$ cat config.mk
export PLATFORM = sky130hd
export DESIGN_NAME = xpmwrap_sdpram_burst_reader
export DESIGN_NICKNAME = d
export VERILOG_FILES = /design/src/rtl/xpmwrap_pkg.sv /design/src/rtl/xpmwrap_sync_fifo.sv /design/src/rtl/xpmwrap_sdpram_burst_reader.sv
export SDC_FILE = /design/constraint.sdc
export NUM_CORES = 1
export LEC_CHECK = 0
export CORE_UTILIZATION = 50
export CTS_CLUSTER_DIAMETER = 150
export DETAILED_ROUTE_END_ITERATION = 10
export GPL_TIMING_DRIVEN = 0
export PLACE_DENSITY = 0.77
export SLEW_MARGIN = 20
export SYNTH_ARGS = -nofsm -noshare
export SYNTH_HDL_FRONTEND = slang
export SYNTH_SLANG_ARGS = --single-unit
$ cat constraint.sdc
create_clock -name clkb -period 2.9 [get_ports clkb]
set_clock_uncertainty 0.2 [all_clocks]
set_input_delay 0.58 -clock clkb [delete_from_list [all_inputs] [get_ports clkb]]
set_output_delay 0.58 -clock clkb [all_outputs]
set_load 0.1 [all_outputs]
$ cat src/rtl/xpmwrap_pkg.sv
// Shared types for the port-B burst reader: FSM states and the sideband
// carried with every returned word.
package xpmwrap_pkg;

    typedef enum logic [1:0] {
        IDLE  = 2'd0,
        ISSUE = 2'd1,
        DRAIN = 2'd2
    } state_t;

    // Sideband captured alongside each read word; the data field is attached
    // in the reader, where the RAM data width is known.
    typedef struct packed {
        logic dbiterr;
        logic sbiterr;
        logic last;
    } rd_side_t;

endpackage

$ cat src/rtl/xpmwrap_sync_fifo.sv
// Register-based synchronous FIFO with occupancy count. Storage is not reset;
// pointers and count are, so contents are only meaningful while non-empty.
module xpmwrap_sync_fifo #(
    parameter int WIDTH = 8,
    parameter int DEPTH = 4
) (
    input  logic                   clk,
    input  logic                   rst,
    input  logic                   push,
    input  logic [WIDTH-1:0]       din,
    input  logic                   pop,
    output logic [WIDTH-1:0]       dout,
    output logic                   empty,
    output logic [$clog2(DEPTH):0] count
);
    localparam int             PTR_W  = $clog2(DEPTH);
    localparam logic [PTR_W:0] FULL_V = (PTR_W+1)'(DEPTH);

    logic [WIDTH-1:0] mem [DEPTH];
    logic [PTR_W-1:0] wr_ptr, rd_ptr;
    logic [PTR_W:0]   count_q;
    logic             do_push, do_pop;

    assign do_pop  = pop && (count_q != '0);
    assign do_push = push && ((count_q != FULL_V) || do_pop);

    // Storage write; data registers carry no reset.
    always_ff @(posedge clk) begin
        if (do_push) mem[wr_ptr] <= din;
    end

    // Pointer and occupancy bookkeeping.
    always_ff @(posedge clk or posedge rst) begin
        if (rst) begin
            wr_ptr  <= '0;
            rd_ptr  <= '0;
            count_q <= '0;
        end else begin
            if (do_push) wr_ptr <= wr_ptr + PTR_W'(1);
            if (do_pop)  rd_ptr <= rd_ptr + PTR_W'(1);
            case ({do_push, do_pop})
                2'b10:   count_q <= count_q + (PTR_W+1)'(1);
                2'b01:   count_q <= count_q - (PTR_W+1)'(1);
                default: count_q <= count_q;
            endcase
        end
    end

    assign dout  = mem[rd_ptr];
    assign empty = (count_q == '0);
    assign count = count_q;

endmodule

$ cat src/rtl/xpmwrap_sdpram_burst_reader.sv
// Port-B burst read engine: turns an (addr, len) command into sequential RAM
// reads, tracks the fixed read latency and returns words as a valid/ready
// stream with last and ECC sideband. Issue is credit-limited so the return
// FIFO can never overflow under backpressure.
module xpmwrap_sdpram_burst_reader
    import xpmwrap_pkg::*;
#(
    parameter int ADDR_WIDTH_B      = 6,
    parameter int READ_DATA_WIDTH_B = 32,
    parameter int READ_LATENCY_B    = 2,
    parameter int FIFO_DEPTH        = 4
) (
    input  logic                         clkb,
    input  logic                         rstb,
    input  logic                         cmd_valid,
    output logic                         cmd_ready,
    input  logic [ADDR_WIDTH_B-1:0]      cmd_addr,
    input  logic [ADDR_WIDTH_B:0]        cmd_len,
    output logic                         m_tvalid,
    input  logic                         m_tready,
    output logic [READ_DATA_WIDTH_B-1:0] m_tdata,
    output logic                         m_tlast,
    output logic [1:0]                   m_tuser,
    output logic                         busy,
    output logic                         ram_enb,
    output logic [ADDR_WIDTH_B-1:0]      ram_addrb,
    output logic                         ram_regceb,
    input  logic [READ_DATA_WIDTH_B-1:0] ram_doutb,
    input  logic                         ram_sbiterrb,
    input  logic                         ram_dbiterrb
);
    localparam int                    CNT_W   = $clog2(FIFO_DEPTH) + 1;
    localparam logic [CNT_W:0]        DEPTH_V = (CNT_W+1)'(FIFO_DEPTH);
    localparam logic [ADDR_WIDTH_B:0] LEN_ONE = (ADDR_WIDTH_B+1)'(1);

    typedef struct packed {
        rd_side_t                     side;
        logic [READ_DATA_WIDTH_B-1:0] data;
    } rd_entry_t;
    localparam int ENTRY_W = $bits(rd_entry_t);

    state_t                    state_q, state_d;
    logic                      run_q;
    logic [ADDR_WIDTH_B-1:0]   addr_q;
    logic [ADDR_WIDTH_B:0]     remaining_q;
    logic [READ_LATENCY_B-1:0] vld_p, last_p;
    logic                      cmd_take, issue, credit_ok, pop, push, fifo_empty;
    logic [CNT_W-1:0]          inflight, fifo_count;
    logic [ENTRY_W-1:0]        push_bits, head_bits;
    rd_entry_t                 head;

    function automatic logic [CNT_W-1:0] count_ones(input logic [READ_LATENCY_B-1:0] v);
        logic [CNT_W-1:0] n;
        n = '0;
        for (int i = 0; i < READ_LATENCY_B; i++) n = n + CNT_W'(v[i]);
        return n;
    endfunction

    // A read may issue only if every outstanding read plus every buffered
    // word still leaves a free FIFO slot for it.
    assign inflight  = count_ones(vld_p);
    assign credit_ok = ({1'b0, inflight} + {1'b0, fifo_count}) < DEPTH_V;
    assign pop       = m_tvalid && m_tready;
    assign head      = rd_entry_t'(head_bits);

    // Next-state and command/issue decode.
    always_comb begin
        state_d   = state_q;
        cmd_ready = 1'b0;
        cmd_take  = 1'b0;
        issue     = 1'b0;
        case (state_q)
            IDLE: begin
                cmd_ready = run_q;
                if (cmd_valid && run_q && (cmd_len != '0)) begin
                    cmd_take = 1'b1;
                    state_d  = ISSUE;
                end
            end
            ISSUE: begin
                issue = credit_ok;
                if (credit_ok && (remaining_q == LEN_ONE)) state_d = DRAIN;
            end
            DRAIN: begin
                if (pop && head.side.last) state_d = IDLE;
            end
            default: state_d = IDLE;
        endcase
    end

    // State register; run_q marks the first edge after reset release.
    always_ff @(posedge clkb or posedge rstb) begin
        if (rstb) begin
            state_q <= IDLE;
            run_q   <= 1'b0;
        end else begin
            state_q <= state_d;
            run_q   <= 1'b1;
        end
    end

    // Burst address and remaining-word counters.
    always_ff @(posedge clkb or posedge rstb) begin
        if (rstb) begin
            addr_q      <= '0;
            remaining_q <= '0;
        end else if (cmd_take) begin
            addr_q      <= cmd_addr;
            remaining_q <= cmd_len;
        end else if (issue) begin
            addr_q      <= addr_q + ADDR_WIDTH_B'(1);
            remaining_q <= remaining_q - LEN_ONE;
        end
    end

    // Latency pipe: stage p0 is the issue edge, the last stage lines up with doutb.
    always_ff @(posedge clkb or posedge rstb) begin
        if (rstb) begin
            vld_p  <= '0;
            last_p <= '0;
        end else begin
            vld_p[0]  <= issue;
            last_p[0] <= issue && (remaining_q == LEN_ONE);
            for (int i = 1; i < READ_LATENCY_B; i++) begin
                vld_p[i]  <= vld_p[i-1];
                last_p[i] <= last_p[i-1];
            end
        end
    end

    assign push      = vld_p[READ_LATENCY_B-1];
    assign push_bits = {ram_dbiterrb, ram_sbiterrb, last_p[READ_LATENCY_B-1], ram_doutb};

    xpmwrap_sync_fifo #(
        .WIDTH (ENTRY_W),
        .DEPTH (FIFO_DEPTH)
    ) u_ret_fifo (
        .clk   (clkb),
        .rst   (rstb),
        .push  (push),
        .din   (push_bits),
        .pop   (pop),
        .dout  (head_bits),
        .empty (fifo_empty),
        .count (fifo_count)
    );

    // Head fields are masked while empty so the stream reads zero after reset.
    assign m_tvalid   = !fifo_empty;
    assign m_tdata    = m_tvalid ? head.data : '0;
    assign m_tlast    = m_tvalid && head.side.last;
    assign m_tuser    = m_tvalid ? {head.side.dbiterr, head.side.sbiterr} : 2'b00;
    assign busy       = (state_q != IDLE);
    assign ram_enb    = issue;
    assign ram_addrb  = addr_q;
    assign ram_regceb = run_q;

endmodule

After elaboration in Yosys (flattened, before gate mapping). Memories as Yosys holds them, arrays and structs flattened. Index checks and enable logic that the tools add are counted.

Flip-flop bits (word level): 27. RAM bits: 140. Output and inout bits: 46. Memories kept: 1.

Add/subtract/negate cells: 8. Order comparisons: 1. Eq/ne operators: 9. Multiplexer cells: 17. Reduce and logical (&&, ||, !) cells: 19.

Memory list: u_ret_fifo.mem (words 4, width 35, rd ports 1, clocked after Yosys merged registers in 0, write ports 1, line xpmwrap_sync_fifo.sv:19) `logic [WIDTH-1:0] mem [DEPTH];`.

Operators by type and width (number): $mux W32 (1); $mux W7 (2); $mux W6 (2); $logic_and A1 B1 Y1 (9); $mux W2 (4); $eq A7 B1 Y1 const B (1); $reduce_bool A7 Y1 (1); $sub A7 B1 Y7 const B (1); $add A6 B1 Y6 const B (1); $mux W1 (6); $ne A2 B2 Y1 const B (3); $pmux W2 S3 (1); $pmux W3 S2 (1); $reduce_bool A2 Y1 (3); $add A2 B1 Y2 const B (2); $add A2 B3 Y4 (1); $eq A2 B1 Y1 const B (2); $eq A2 B2 Y1 const B (2); $lt A4 B3 Y1 const B (1); $add A3 B1 Y3 const B (1); $logic_not A3 Y1 (1); $ne A3 B3 Y1 const B (1); $reduce_and A3 Y1 (1); $reduce_bool A3 Y1 (1); other kinds (5) (5).

Longest topological paths before layout.
Word-level depth: 8. Mapped depth: 8. Mapped depth without buffers: 6.

Cells and area by module. A second synthesis with hierarchy kept.

Cells, all modules: 386. Area, all modules: 6891.6 um2.

By module, submodules not included: xpmwrap_sync_fifo (instances 1, cells each 238, area each 5586.6 um2, sequential area each 4379.2 um2); xpmwrap_sdpram_burst_reader (instances 1, cells each 148, area each 1305.0 um2, sequential area each 500.5 um2).

Least setup slack after synthesis. No wires, ideal clock.

Kind: register -> output. From: register u_ret_fifo.count_q[0] (netlist: u_ret_fifo.count[0]). To: output m_tdata[23]. Arrival time: 2.632 ns. Required time: 2.120 ns. Slack: -0.512 ns. Cell stages (with the launch flop): 5. Buffers on the path: 2. Path through: dfrtp_1 -> or3_1 -> clkbuf_1 -> clkbuf_1 -> and2_1.

Cells in the longest elaborated chain, start to end: 2.

RTL lines: start, declared (line xpmwrap_sync_fifo.sv:21) `logic [PTR_W:0] count_q;`; start signal, assigned (line xpmwrap_sync_fifo.sv:42) `2'b10: count_q <= count_q + (PTR_W+1)'(1);`; start signal, assigned (line xpmwrap_sync_fifo.sv:43) `2'b01: count_q <= count_q - (PTR_W+1)'(1);`; start signal, assigned (line xpmwrap_sync_fifo.sv:44) `default: count_q <= count_q;`; $logic_not A3 Y1 (line xpmwrap_sync_fifo.sv:50) `assign empty = (count_q == '0);`; $mux W32 (line xpmwrap_sdpram_burst_reader.sv:150) `assign m_tdata = m_tvalid ? head.data : '0;`; end, declared (line xpmwrap_sdpram_burst_reader.sv:21) `output logic [READ_DATA_WIDTH_B-1:0] m_tdata,`.

Every way passes these cells.

Worst setup path in the final report.
From: register u_ret_fifo.rd_ptr[0]. To: output m_tdata[30].

Cells in the longest elaborated chain, start to end: 2.

RTL lines: start, declared (line xpmwrap_sync_fifo.sv:20) `logic [PTR_W-1:0] wr_ptr, rd_ptr;`; start signal, assigned (line xpmwrap_sync_fifo.sv:40) `if (do_pop) rd_ptr <= rd_ptr + PTR_W'(1);`; $mem_v2 Z4 W35; $mux W32 (line xpmwrap_sdpram_burst_reader.sv:150).

Every way passes these cells.

==> impl_results.md <==
* R2R depth at 7
* Port Buffers at 96
* Global-route wire length before repair at 19,700 um
* GRT overflow at 0
* Non-Filler Instances at 670
* Crit Path Category: flip-flop to output port
* TritonCTS clock tree: yes
* Die width at 118 um
* Syn nets at 422
* Die Y at 118 um
* CP endpoint: m_tdata[30]
* Root Buffer: clkbuf_16
* Core ar. at 13,200 um^2
* Final Hold Fails at 0
* Post-route ant nets at 0
* H-tree depth at 4
* Antenna diodes at 0
* Reg2Reg Setup Slack at 0.36 ns
* Io pins at 97
* Antenna violations before repair at 0
* Via density at 5.48
* Largest area contributor in the netlist: edfxtp_1
* Fin crit share at 0.973
* MaxCap Viol Count at 0
* YS warnings at 0
* Sequential cell area fraction in the yosys report at 0.725
* Largest net degree at the start of global routing at 28
* Util after Layout at 0.657
* DRT Pass-1 Iters at 4
* Post-synthesis cell type count at 44
* CP arrival at 2.04 ns
* All-Layer GR Usage at 0.191
* Vias at 3,672
* Placed Area at 8010 um^2
* Min Tclk post-route at 2.82 ns
* Skew-Pair Late Insertion Delay at 0.42 ns
* Yosys reg bits at 167
* Reg2reg end: u_ret_fifo.count[2]
* Drt drc at 0
* Ys flop type: edfxtp_1
* Area Overhead vs Synth at 28.6%
* Row cnt at 42
* Initial Util at 0.510
* Status: completed
* Layout cell share with drive strength beyond 1 at 0.310
* Wire per inst at 18.5 um
* Post-Syn Area at 6730 um^2
* Number of synthesized flops with an enable pin at 140
* Worst Setup End Kind: output port
* NumNets Final at 541
* GP Congestion at 0.773
* Total CTS buffers at 17
* Slew HR at 0.344
* Worst Tran Pin Value at 0.982 ns
* Worst hold path class: flip-flop to flip-flop
* Avg Inst Size Synth at 18.6 um^2
* Top cells by area, synth: edfxtp_1 (62%), mux4_2 (12%), dfrtp_1 (10%), and2_1 (3.6%), ha_1 (1.5%)
* Post-synthesis cell count at 362
* Worst EP required at 2.12 ns
* Number of global-route vias before repair at 3,747
* RR Startpoint: u_ret_fifo.count[0]
* Sinks on Clock Net at 167
* F_max at 354 MHz
* Placed insts at 638
* Synth top area share at 0.624
* Setup violations, final at 0
* Post-DP HPWL at 7910 um
* Crit. Startpoint: u_ret_fifo.rd_ptr[0]
* CP startpoint kind: flip-flop
* CP Max Fanout at 10
* Post-route design area at 8660 um^2
* Final Max Slew Viols at 0
* DIE AREA at 13,900 um^2
* Detailed Route Iter0 Violations at 343
* Synth async-reset ratio at 0.162
* Detailed Route WL at 12,400 um
* Clock buffer depth at 2
* CTS clk-pin slew, worst paths at 0.06 ns
layer usage:
metal	GRT usage	wire, um	vias up
li1	-	-	1672
met1	0.248	5460	1870
met2	0.307	6020	114
met3	0.0538	703	16
met4	0.0721	184	0
met5	0	0	-
how the worst min path moves through the flow:
stage,from,slack (ns),to,depth (start not counted)
finish,last_p[0],0.15,last_p[1],0
global route,last_p[0],0.16,last_p[1],0
CTS,last_p[0],0.15,last_p[1],0
detailed placement,last_p[0],0.14,last_p[1],0
global placement,last_p[0],0.13,last_p[1],0
floorplan,last_p[0],0.13,last_p[1],0
cell type report:
| cell class | instances | area, um^2 |
|---|---|---|
| plain buffers | 13 | 130 |
| clock inverters | 14 | 175 |
| inverters | 11 | 41.3 |
| well taps | 176 | 220 |
| clock buffers | 18 | 429 |
| repair buffers | 103 | 1010 |
| fillers | 902 | 4530 |
| flip-flops and latches | 167 | 4880 |
| multi-input cells | 168 | 1770 |
per-stage QoR:
step / setup slack [ns] / setup TNS, ns / hold WS (ns)
5_1_grt: -0.0000262 / -0.0000262 / 0.159
3_3_place_gp: -0.833 / -116.86 / 0.132
3_5_place_dp: -0.865 / -26.40 / 0.136
4_1_cts: 0.000236 / 0 / 0.150
2_1_floorplan: -0.0302 / -0.0302 / 0.131
6_report: 0.0770 / 0 / 0.148
registers in the layout, summed over array words and instances (netlist names), 3 cells and up:
signal / cells
u_ret_fifo.count: 3
ram_addrb: 6
remaining_q: 7
u_ret_fifo.mem: 140
cells by family (layout without fill, tap and decap cells):
logic type | after synthesis | in the layout | share of synthesized area
AOI/OAI and AO/OA | 31 | 31 | 0.0416
xor gates and xnor gates | 5 | 5 | 0.00650
buffers and inverters | 27 | 159 | 0.0164
adders and majority gates | 9 | 9 | 0.0178
DFF | 167 | 167 | 0.725
other | 1 | 1 | 0.000557
and+or+nand+nor | 84 | 84 | 0.0702
muxes | 38 | 38 | 0.122
placed cells by master, fill, tap and decap left out, types with 9 or more instances in the layout:
cell type	instances
and2_1	27
and2_2	12
buf_12	9
buf_2	10
buf_4	19
buf_6	14
clkbuf_16	17
clkdlybuf4s50_1	57
dfrtp_1	25
edfxtp_1	140
inv_1	9
mux4_2	35
nand2_1	10
nand3_1	10
nor2_1	10
worst max-delay path: stages, from the launching register on:
cell and delay [ns]:
dfrtp_1 0.38, buf_12 0.17, buf_12 0.16, mux4_2 0.49
and2_2 0.20, buf_4 0.23
synth_stat cells, types with 3 or more instances:
master	number
a221o_1	3
a32oi_1	3
and2_1	39
buf_2	7
clkbuf_1	9
dfrtp_1	27
edfxtp_1	140
ha_1	8
inv_1	11
mux2_2	3
mux4_2	35
nand2_1	10
nand3_1	10
nor2_1	11
nor3_1	3
o211ai_1	3
o21ai_0	4
xnor2_1	5
what timing repair did:
item,CTS,global route
pin swaps,0,1
gates cloned,0,0
gates resized for setup,243,25
hold buffers,0,0
buffers inserted,2,1
endpoints found under the setup margin,39,31
Power is not shown: default switching activity piles up to over one toggle a cycle in this logic, so the estimate is an artifact.
